==> src/rtl/traffic_phase_timer_if.sv <==
// Control, configuration and status bundle for traffic_phase_timer.
// The controller side drives the requests; the timer side answers with phase state and strobes.
interface traffic_phase_timer_if #(
    parameter int WIDTH = 8
);
    logic             start;
    logic             stop;
    logic             hold;
    logic             cfg_we;
    logic [1:0]       cfg_sel;
    logic [WIDTH-1:0] cfg_data;
    logic             running;
    logic [1:0]       phase;
    logic [WIDTH-1:0] remaining;
    logic             tMG;
    logic             tMY;
    logic             tSG;
    logic             tSY;

    modport master (
        output start, stop, hold, cfg_we, cfg_sel, cfg_data,
        input  running, phase, remaining, tMG, tMY, tSG, tSY
    );

    modport slave (
        input  start, stop, hold, cfg_we, cfg_sel, cfg_data,
        output running, phase, remaining, tMG, tMY, tSG, tSY
    );
endinterface

==> src/rtl/traffic_phase_timer.sv <==
// Four-phase traffic timer (MG, MY, SG, SY) with programmable durations,
// freeze, end-of-cycle stop and one-cycle expiry strobes.
module traffic_phase_timer #(
    parameter int WIDTH      = 8,
    parameter int MG_DEFAULT = 15,
    parameter int MY_DEFAULT = 3,
    parameter int SG_DEFAULT = 10,
    parameter int SY_DEFAULT = 3
) (
    input logic                    clk,
    input logic                    sync_reset,
    traffic_phase_timer_if.slave   bus
);
    typedef enum logic [2:0] {IDLE, MG, MY, SG, SY} state_t;

    localparam logic [WIDTH-1:0] ONE = WIDTH'(1);
    localparam logic [WIDTH-1:0] DUR_DEFAULT [4] = '{
        WIDTH'(MG_DEFAULT), WIDTH'(MY_DEFAULT), WIDTH'(SG_DEFAULT), WIDTH'(SY_DEFAULT)
    };

    state_t           stateReg;
    logic [WIDTH-1:0] remainingReg;
    logic             stopReg;
    logic             runningReg;
    logic [1:0]       phaseReg;
    logic [3:0]       strobeReg;
    logic [WIDTH-1:0] durReg [4];

    // A zero duration behaves as one cycle, so the load value saturates at 0.
    function automatic logic [WIDTH-1:0] loadValue(input logic [WIDTH-1:0] d);
        return (d == '0) ? '0 : d - ONE;
    endfunction

    function automatic state_t nextOf(input state_t s);
        case (s)
            MG:      return MY;
            MY:      return SG;
            SG:      return SY;
            default: return MG;
        endcase
    endfunction

    // Loads read durReg before this edge's write lands, so a same-cycle write uses the old value.
    always_ff @(posedge clk) begin
        if (sync_reset) begin
            for (int i = 0; i < 4; i++) durReg[i] <= DUR_DEFAULT[i];
        end else if (bus.cfg_we) begin
            durReg[bus.cfg_sel] <= bus.cfg_data;
        end
    end

    always_ff @(posedge clk) begin
        if (sync_reset) begin
            stateReg     <= IDLE;
            remainingReg <= '0;
            stopReg      <= 1'b0;
            runningReg   <= 1'b0;
            phaseReg     <= 2'd0;
            strobeReg    <= 4'b0000;
        end else begin
            strobeReg <= 4'b0000;
            case (stateReg)
                IDLE: begin
                    if (bus.start) begin
                        stateReg     <= MG;
                        runningReg   <= 1'b1;
                        phaseReg     <= 2'd0;
                        remainingReg <= loadValue(durReg[0]);
                    end
                end
                default: begin
                    if (bus.stop) stopReg <= 1'b1;
                    if (!bus.hold) begin
                        if (remainingReg != '0) begin
                            remainingReg <= remainingReg - ONE;
                        end else begin
                            strobeReg[phaseReg] <= 1'b1;
                            // A stop arriving in the SY expiry cycle itself still counts.
                            if (stateReg == SY && (stopReg || bus.stop)) begin
                                stateReg   <= IDLE;
                                runningReg <= 1'b0;
                                phaseReg   <= 2'd0;
                                stopReg    <= 1'b0;
                            end else begin
                                stateReg     <= nextOf(stateReg);
                                phaseReg     <= phaseReg + 2'd1;
                                remainingReg <= loadValue(durReg[phaseReg + 2'd1]);
                            end
                        end
                    end
                end
            endcase
        end
    end

    assign bus.running   = runningReg;
    assign bus.phase     = phaseReg;
    assign bus.remaining = remainingReg;
    assign bus.tMG       = strobeReg[0];
    assign bus.tMY       = strobeReg[1];
    assign bus.tSG       = strobeReg[2];
    assign bus.tSY       = strobeReg[3];
endmodule

==> src/flat_wrapper.sv <==
// flat-port wrapper written by rule: the top's interface ports become plain ports
module traffic_phase_timer_flat 
#(
    parameter int WIDTH      = 8,
    parameter int MG_DEFAULT = 15,
    parameter int MY_DEFAULT = 3,
    parameter int SG_DEFAULT = 10,
    parameter int SY_DEFAULT = 3
)
  (clk, sync_reset, bus_start, bus_stop, bus_hold, bus_cfg_we, bus_cfg_sel, bus_cfg_data, bus_running, bus_phase, bus_remaining, bus_tMG, bus_tMY, bus_tSG, bus_tSY);
  traffic_phase_timer_if #(.WIDTH(WIDTH)) bus_i ();
  input logic clk;
  input logic sync_reset;
  input wire logic [$bits(bus_i.start)-1:0] bus_start;
  input wire logic [$bits(bus_i.stop)-1:0] bus_stop;
  input wire logic [$bits(bus_i.hold)-1:0] bus_hold;
  input wire logic [$bits(bus_i.cfg_we)-1:0] bus_cfg_we;
  input wire logic [$bits(bus_i.cfg_sel)-1:0] bus_cfg_sel;
  input wire logic [$bits(bus_i.cfg_data)-1:0] bus_cfg_data;
  output wire logic [$bits(bus_i.running)-1:0] bus_running;
  output wire logic [$bits(bus_i.phase)-1:0] bus_phase;
  output wire logic [$bits(bus_i.remaining)-1:0] bus_remaining;
  output wire logic [$bits(bus_i.tMG)-1:0] bus_tMG;
  output wire logic [$bits(bus_i.tMY)-1:0] bus_tMY;
  output wire logic [$bits(bus_i.tSG)-1:0] bus_tSG;
  output wire logic [$bits(bus_i.tSY)-1:0] bus_tSY;
  assign bus_i.start = bus_start;
  assign bus_i.stop = bus_stop;
  assign bus_i.hold = bus_hold;
  assign bus_i.cfg_we = bus_cfg_we;
  assign bus_i.cfg_sel = bus_cfg_sel;
  assign bus_i.cfg_data = bus_cfg_data;
  assign bus_running = bus_i.running;
  assign bus_phase = bus_i.phase;
  assign bus_remaining = bus_i.remaining;
  assign bus_tMG = bus_i.tMG;
  assign bus_tMY = bus_i.tMY;
  assign bus_tSG = bus_i.tSG;
  assign bus_tSY = bus_i.tSY;
  traffic_phase_timer #(.WIDTH(WIDTH), .MG_DEFAULT(MG_DEFAULT), .MY_DEFAULT(MY_DEFAULT), .SG_DEFAULT(SG_DEFAULT), .SY_DEFAULT(SY_DEFAULT)) u_core (.clk(clk), .sync_reset(sync_reset), .bus(bus_i));
endmodule
==> config.mk <==
export PLATFORM = sky130hd
export DESIGN_NAME = traffic_phase_timer_flat
export DESIGN_NICKNAME = d
export VERILOG_FILES = /design/src/rtl/traffic_phase_timer_if.sv /design/src/rtl/traffic_phase_timer.sv /design/src/flat_wrapper.sv
export SDC_FILE = /design/constraint.sdc
export NUM_CORES = 1
export LEC_CHECK = 0
export CORE_UTILIZATION = 30
export CTS_CLUSTER_DIAMETER = 30
export CTS_CLUSTER_SIZE = 24
export DETAILED_ROUTE_END_ITERATION = 8
export GPL_TIMING_DRIVEN = 1
export HOLD_SLACK_MARGIN = 0.15
export PLACE_DENSITY = 0.44
export SLEW_MARGIN = 20
export SYNTH_ARGS = -nofsm -noshare
export SYNTH_HDL_FRONTEND = slang
export SYNTH_SLANG_ARGS = --single-unit
==> constraint.sdc <==
create_clock -name clk -period 7.9 [get_ports clk]
set_clock_uncertainty 0.1 [all_clocks]
set_input_delay 2.37 -clock clk [delete_from_list [all_inputs] [get_ports clk]]
set_output_delay 2.37 -clock clk [all_outputs]
set_load 0.005 [all_outputs]
# Word level (Yosys, flattened, before mapping)
# Memories as Yosys holds them, arrays and structs flattened.
# Index checks and enable logic that the tools add are counted.
# totals
register_bits,19
latch_bits,0
ramBits,32
romBits,0
in_bits,16
output_inout_bits,15
elab_cells,71
mem_count,1
# op_classes
add_sub_neg,4
n_mul,0
n_div,0
order_cmp,2
n_eq_ne,8
shift,0
mux,37
bitwise_logic,0
n_reduce_logical,13
# memory_table
name,words,word_bits,read_ports,rd_ports_with_merged_regs,write_ports,line,rtl
u_core.durReg,4,8,2,0,4,traffic_phase_timer.sv:27,logic [WIDTH-1:0] durReg [4];
# ops
cell,count
$mux W8,8
$sub A8 B1 Y8 const B,3
$logic_not A8 Y1,2
$mux W1,16
$mux W3,5
$mux W2,6
$pmux W3 S3,1
$reduce_bool A8 Y1,1
$reduce_or A8 Y1,1
$eq A3 B2 Y1 const B,2
$reduce_and A3 Y1,2
$ne A2 B2 Y1 const B,2
$reduce_and A4 Y1,1
$reduce_or A4 Y1,1
$eq A3 B1 Y1 const B,1
$eq A3 B3 Y1 const B,1
$logic_not A3 Y1,1
$lt A2 B3 Y1 const B,1
$ne A3 B2 Y1 const B,1
$add A2 B1 Y2 const B,1
$demux W1 S2,1
$ge A2 B1 Y1 const B,1
$logic_and A1 B1 Y1,2
$ne A2 B1 Y1 const B,1
2 further kinds,2

# Longest topological paths before layout
# An unclocked memory read counts as a cell.
# depth
depth_word,8
ltp_mapped,11
ltp_nobuf,9

# Least setup slack after synthesis
# Ideal clock, no wire load.
# synth_timing
path_type,input -> register
start,input bus_start
end,"register u_core.remainingReg[2], in the netlist u_core.bus.remaining[2]"
setup_ns,0.130
arrival_time_ns,3.648
t_required_ns,7.670
setup_slack_ns,4.022
cell_stages,5
n_path_buf,0
path_cell_list,or4b_2 o21ai_0 o21ai_0 a2111oi_1 nor3_1
# synth_between
elab_chain_cells,2
# synth_lines
item,line,rtl
"start, declared",flat_wrapper.sv:14,input wire logic [$bits(bus_i.start)-1:0] bus_start;
$ne A2 B2 Y1 (no line),--,
$reduce_and A3 Y1 (no line),--,
"end signal, assigned",traffic_phase_timer.sv:68,remainingReg <= loadValue(durReg[0]);
"end signal, assigned",traffic_phase_timer.sv:75,remainingReg <= remainingReg - ONE;
"end signal, assigned",traffic_phase_timer.sv:87,remainingReg <= loadValue(durReg[phaseReg + 2'd1]);
"end, declared",traffic_phase_timer.sv:22,logic [WIDTH-1:0] remainingReg;
# Every way passes these cells.
# A chain may end at the register's enable or synchronous reset.

==> results.txt <==
Highest attainable clock frequency - 209.6 MHz
Data arrival time of the worst path - 4700 ps
Basic-gate share of the synthesized area counting and, or, nand and nor cells - 0.2275
Worst min-delay path class - flop to flop
Critical path peak fanout - 22
Share of synthesized cell area in full adder, half adder and majority cells - 0.04392
Post-route total power - 0.6225 mW
Min setup slack post-route - 3128 ps
Setup Fix Bufs, Post-CTS - 0
CP Buf/Inv Count - 1
Sequential fraction of the synthesis area - 0.4708
Combinational family with the most area after synthesis - simple AND/OR/NAND/NOR gates
Synth Area per Inst - 11.40 um2
Delay-heaviest family, CP - simple AND/OR/NAND/NOR gates
Die outline area - 9890 um2
Total count of hold-check failures in the final report - 0
Number of standard cells in the layout, taps in and fillers out - 410
Number of buffers created by CTS - 5
Via Count - 1956
Router iterations before antenna repair - 4
Total number of yosys warnings - 0
Antenna violations before repair - 0
Post-synthesis compound-gate area fraction - 0.1120
Final setup violation count - 0
Slowest Stage Delay on Critical Path - 880 ps
Type of element launching the critical path - input port
Slowest stage cell on the critical path - clkdlybuf4s50_1
Global-route wire length before repair - 10740 um
Total instance count after detailed placement - 402
Final worst path period share - 0.6040
Initial core utilization - 0.3083
Count of hold buffers inserted by post-cts repair - 0
Resized cells post-CTS - 0
Maximum root-to-sink buffer count - 2
Overall Global Routing Usage - 0.1441
Number of synthesized register bits - 51
Result of the run - finished, final reports clean
Post-synthesis mux area share - 0.07334
Area of the core region - 9240 um2
Kind of critical path - input port to flop
Net Count, Synth - 276
Series of cell instances along the critical path - clkdlybuf4s50_1 -> nand2b_1 -> nor3_1 -> or2_2
Antenna-violating nets left - 0
Post-detailed-placement half-perimeter wirelength - 5057 um
CTS root buffer - clkbuf_8
Gate count after technology mapping - 250
Crit end category - flop
Count of port buffers added during placement - 30
Endpoint of the worst setup timing path - u_core.durReg[0][5]
Post-synthesis cell type count - 56
RD Place Congestion - 0.7482
Main synth FF type - edfxtp_1
Clock latency of the later-clocked register in the worst-skew pair - 320 ps
Count of clock tree sinks - 51
EDFF count, synth - 32
DR WL/cell - 16.19 um
Final Max Slew Viols - 0
Clock tree from TritonCTS - built
Cells on worst reg2reg path - 7
Io pins - 31
Synthesized-area fraction occupied by xor and xnor cells - 0.03689
Power Dens Cells - 186.2 nW/um2
Vias in the first global route - 1925
Instance count on the critical path - 4
Worst vdd ir - 0.06454 mV
Final min period - 4772 ps
Drc violations - 0
FF-to-FF End - u_core.bus.remaining[2]
Die extent in x - 99.45 um
Netlist area before placement - 2849 um2
Post-place setup slack - 2772 ps
Pin count of the biggest net entering global routing - 23
Overflow left after global routing - 0
Number of levels in the clock H-tree - 2
Setup repair after global routing missed its margin - no
Area growth from synthesis to layout - 17.35%
Setup slack of the most critical reg-to-reg path - 4460 ps
Worst endpoint required time - 7830 ps
Ratio of cells with drive above 1 in the final layout - 0.08897
Worst setup startpoint - sync_reset
Wirelength, routed - 6636 um
Final layout net count - 306
Clock transition at the register clock pins on the worst setup and hold paths after CTS - 110 ps
R2R Path Start - u_core.bus.phase[0]
Drt via density - 4.771
Vertical die dimension - 99.45 um
Synth async-reset ratio - 0
Static power due to leakage - 1.139 nW
Antenna cell count - 0
Transition time at the pin with the least slew margin - 916.0 ps
Post-Route Setup TNS - 0 ps
Slew HR - 0.3874
Row count - 35
Count of max-cap constraint violations - 0
Starting DRC count in detailed routing - 58
worst register-to-register path, delay by kind of cell (launching register included):
kind	cells	cell delay, ps
simple gates	2	490
compound gates	2	640
flops	1	630
fa+ha+maj	1	610
buf+inv	1	170
mux	1	660
report_power, final:
| group | switching, mW | internal [mW] | total, mW |
|---|---|---|---|
| clock | 0.100 | 0.0653 | 0.166 |
| sequential | 0.0204 | 0.304 | 0.324 |
| combinational | 0.0664 | 0.0663 | 0.133 |
| total | 0.187 | 0.435 | 0.623 |
per-stage QoR:
stage | cell area [um2] | hold WS, ps | util
6_report | 3343 | 398.8 | 0.3618
5_1_grt | 3343 | 446.6 | 0.3618
4_1_cts | 3343 | 408.1 | 0.3618
3_5_place_dp | 3247 | 387.1 | 0.3514
3_3_place_gp | 3247 | 402.6 | 0.3514
2_1_floorplan | 2849 | 384.1 | -
worst min path at each step:
stage | start | to | cells past startpoint
6_report | u_core.bus.running | u_core.bus.running | 2
5_1_grt | u_core.stopReg | u_core.stopReg | 2
4_1_cts | u_core.bus.running | u_core.bus.running | 2
3_5_place_dp | u_core.bus.running | u_core.bus.running | 2
3_3_place_gp | u_core.bus.running | u_core.bus.running | 2
2_1_floorplan | u_core.bus.running | u_core.bus.running | 2
cell usage after synthesis (2+ instances only):
cell / count / area [um2]
o21ai_1: 5 / 25.02
mux4_2: 3 / 67.56
clkbuf_1: 2 / 7.510
nand3_1: 5 / 25.02
or2_2: 3 / 18.77
dfxtp_1: 19 / 380.4
nor4_1: 3 / 18.77
ha_1: 10 / 125.1
nand2_1: 3 / 11.26
nor4b_1: 2 / 17.52
a21boi_0: 2 / 15.01
xor2_1: 4 / 35.03
or4_1: 2 / 15.01
nor3_1: 13 / 65.06
a21oi_1: 4 / 20.02
o21a_1: 2 / 15.01
edfxtp_1: 32 / 960.9
buf_6: 3 / 33.78
o221a_2: 3 / 33.78
o21ai_0: 4 / 20.02
a31o_2: 2 / 17.52
a211oi_1: 5 / 37.54
inv_1: 10 / 37.54
a221oi_1: 2 / 17.52
mux4_1: 5 / 131.4
xnor2_1: 8 / 70.07
nor2_1: 23 / 86.33
nand2b_1: 14 / 87.58
nor3b_1: 4 / 30.03
and2_1: 27 / 168.9
sequential cells by signal (all words and copies together) (netlist names):
signal,cells
u_core.stateReg,3
u_core.bus.phase,2
u_core.stopReg,1
u_core.bus.remaining,8
u_core.bus.running,1
u_core.durReg,32
u_core.strobeReg,4
placed cells by master, fill, tap and decap left out, drive strengths merged, types with 3 or more instances in the layout:
cell type,instances
nand2b,14
nor3b,4
inv,11
o221a,3
clkdlybuf4s50,30
ha,10
nand3,5
edfxtp,32
clkbuf,5
nor3,13
nor2,23
a21oi,4
nor4,4
o21ai,9
or2,4
and2,27
a211oi,5
mux4,8
dfxtp,19
nand2,3
xor2,4
xnor2,8
or4,3
cells by family (layout without fill, tap and decap cells):
group | count (synthesis) | after routing
xor gates and xnor gates | 12 | 12
AOI/OAI and AO/OA | 41 | 41
muxes | 9 | 9
adders and majority gates | 10 | 10
DFF | 51 | 51
and+or+nand+nor | 110 | 110
buffers and inverters | 17 | 48
area by class of cell:
cell class / instances / area (um2)
Clock buffer: 5 / 68.82
Clock inverter: 3 / 27.53
Fill cell: 915 / 5897
Inverter: 10 / 37.54
Multi-Input combinational cell: 182 / 1406
Sequential cell: 51 / 1341
Tap cell: 129 / 161.4
Timing Repair Buffer: 30 / 300.3
metal layers:
layer / vias up / part of all wire / track usage
met2: 30 / 0.50 / 0.2500
li1: 991 / - / -
met3: 7 / 0.024 / 0.02108
met5: - / 0 / 0
met1: 928 / 0.47 / 0.1885
met4: 0 / 0.010 / 0.03733
Power figures use the tool's default switching activity.
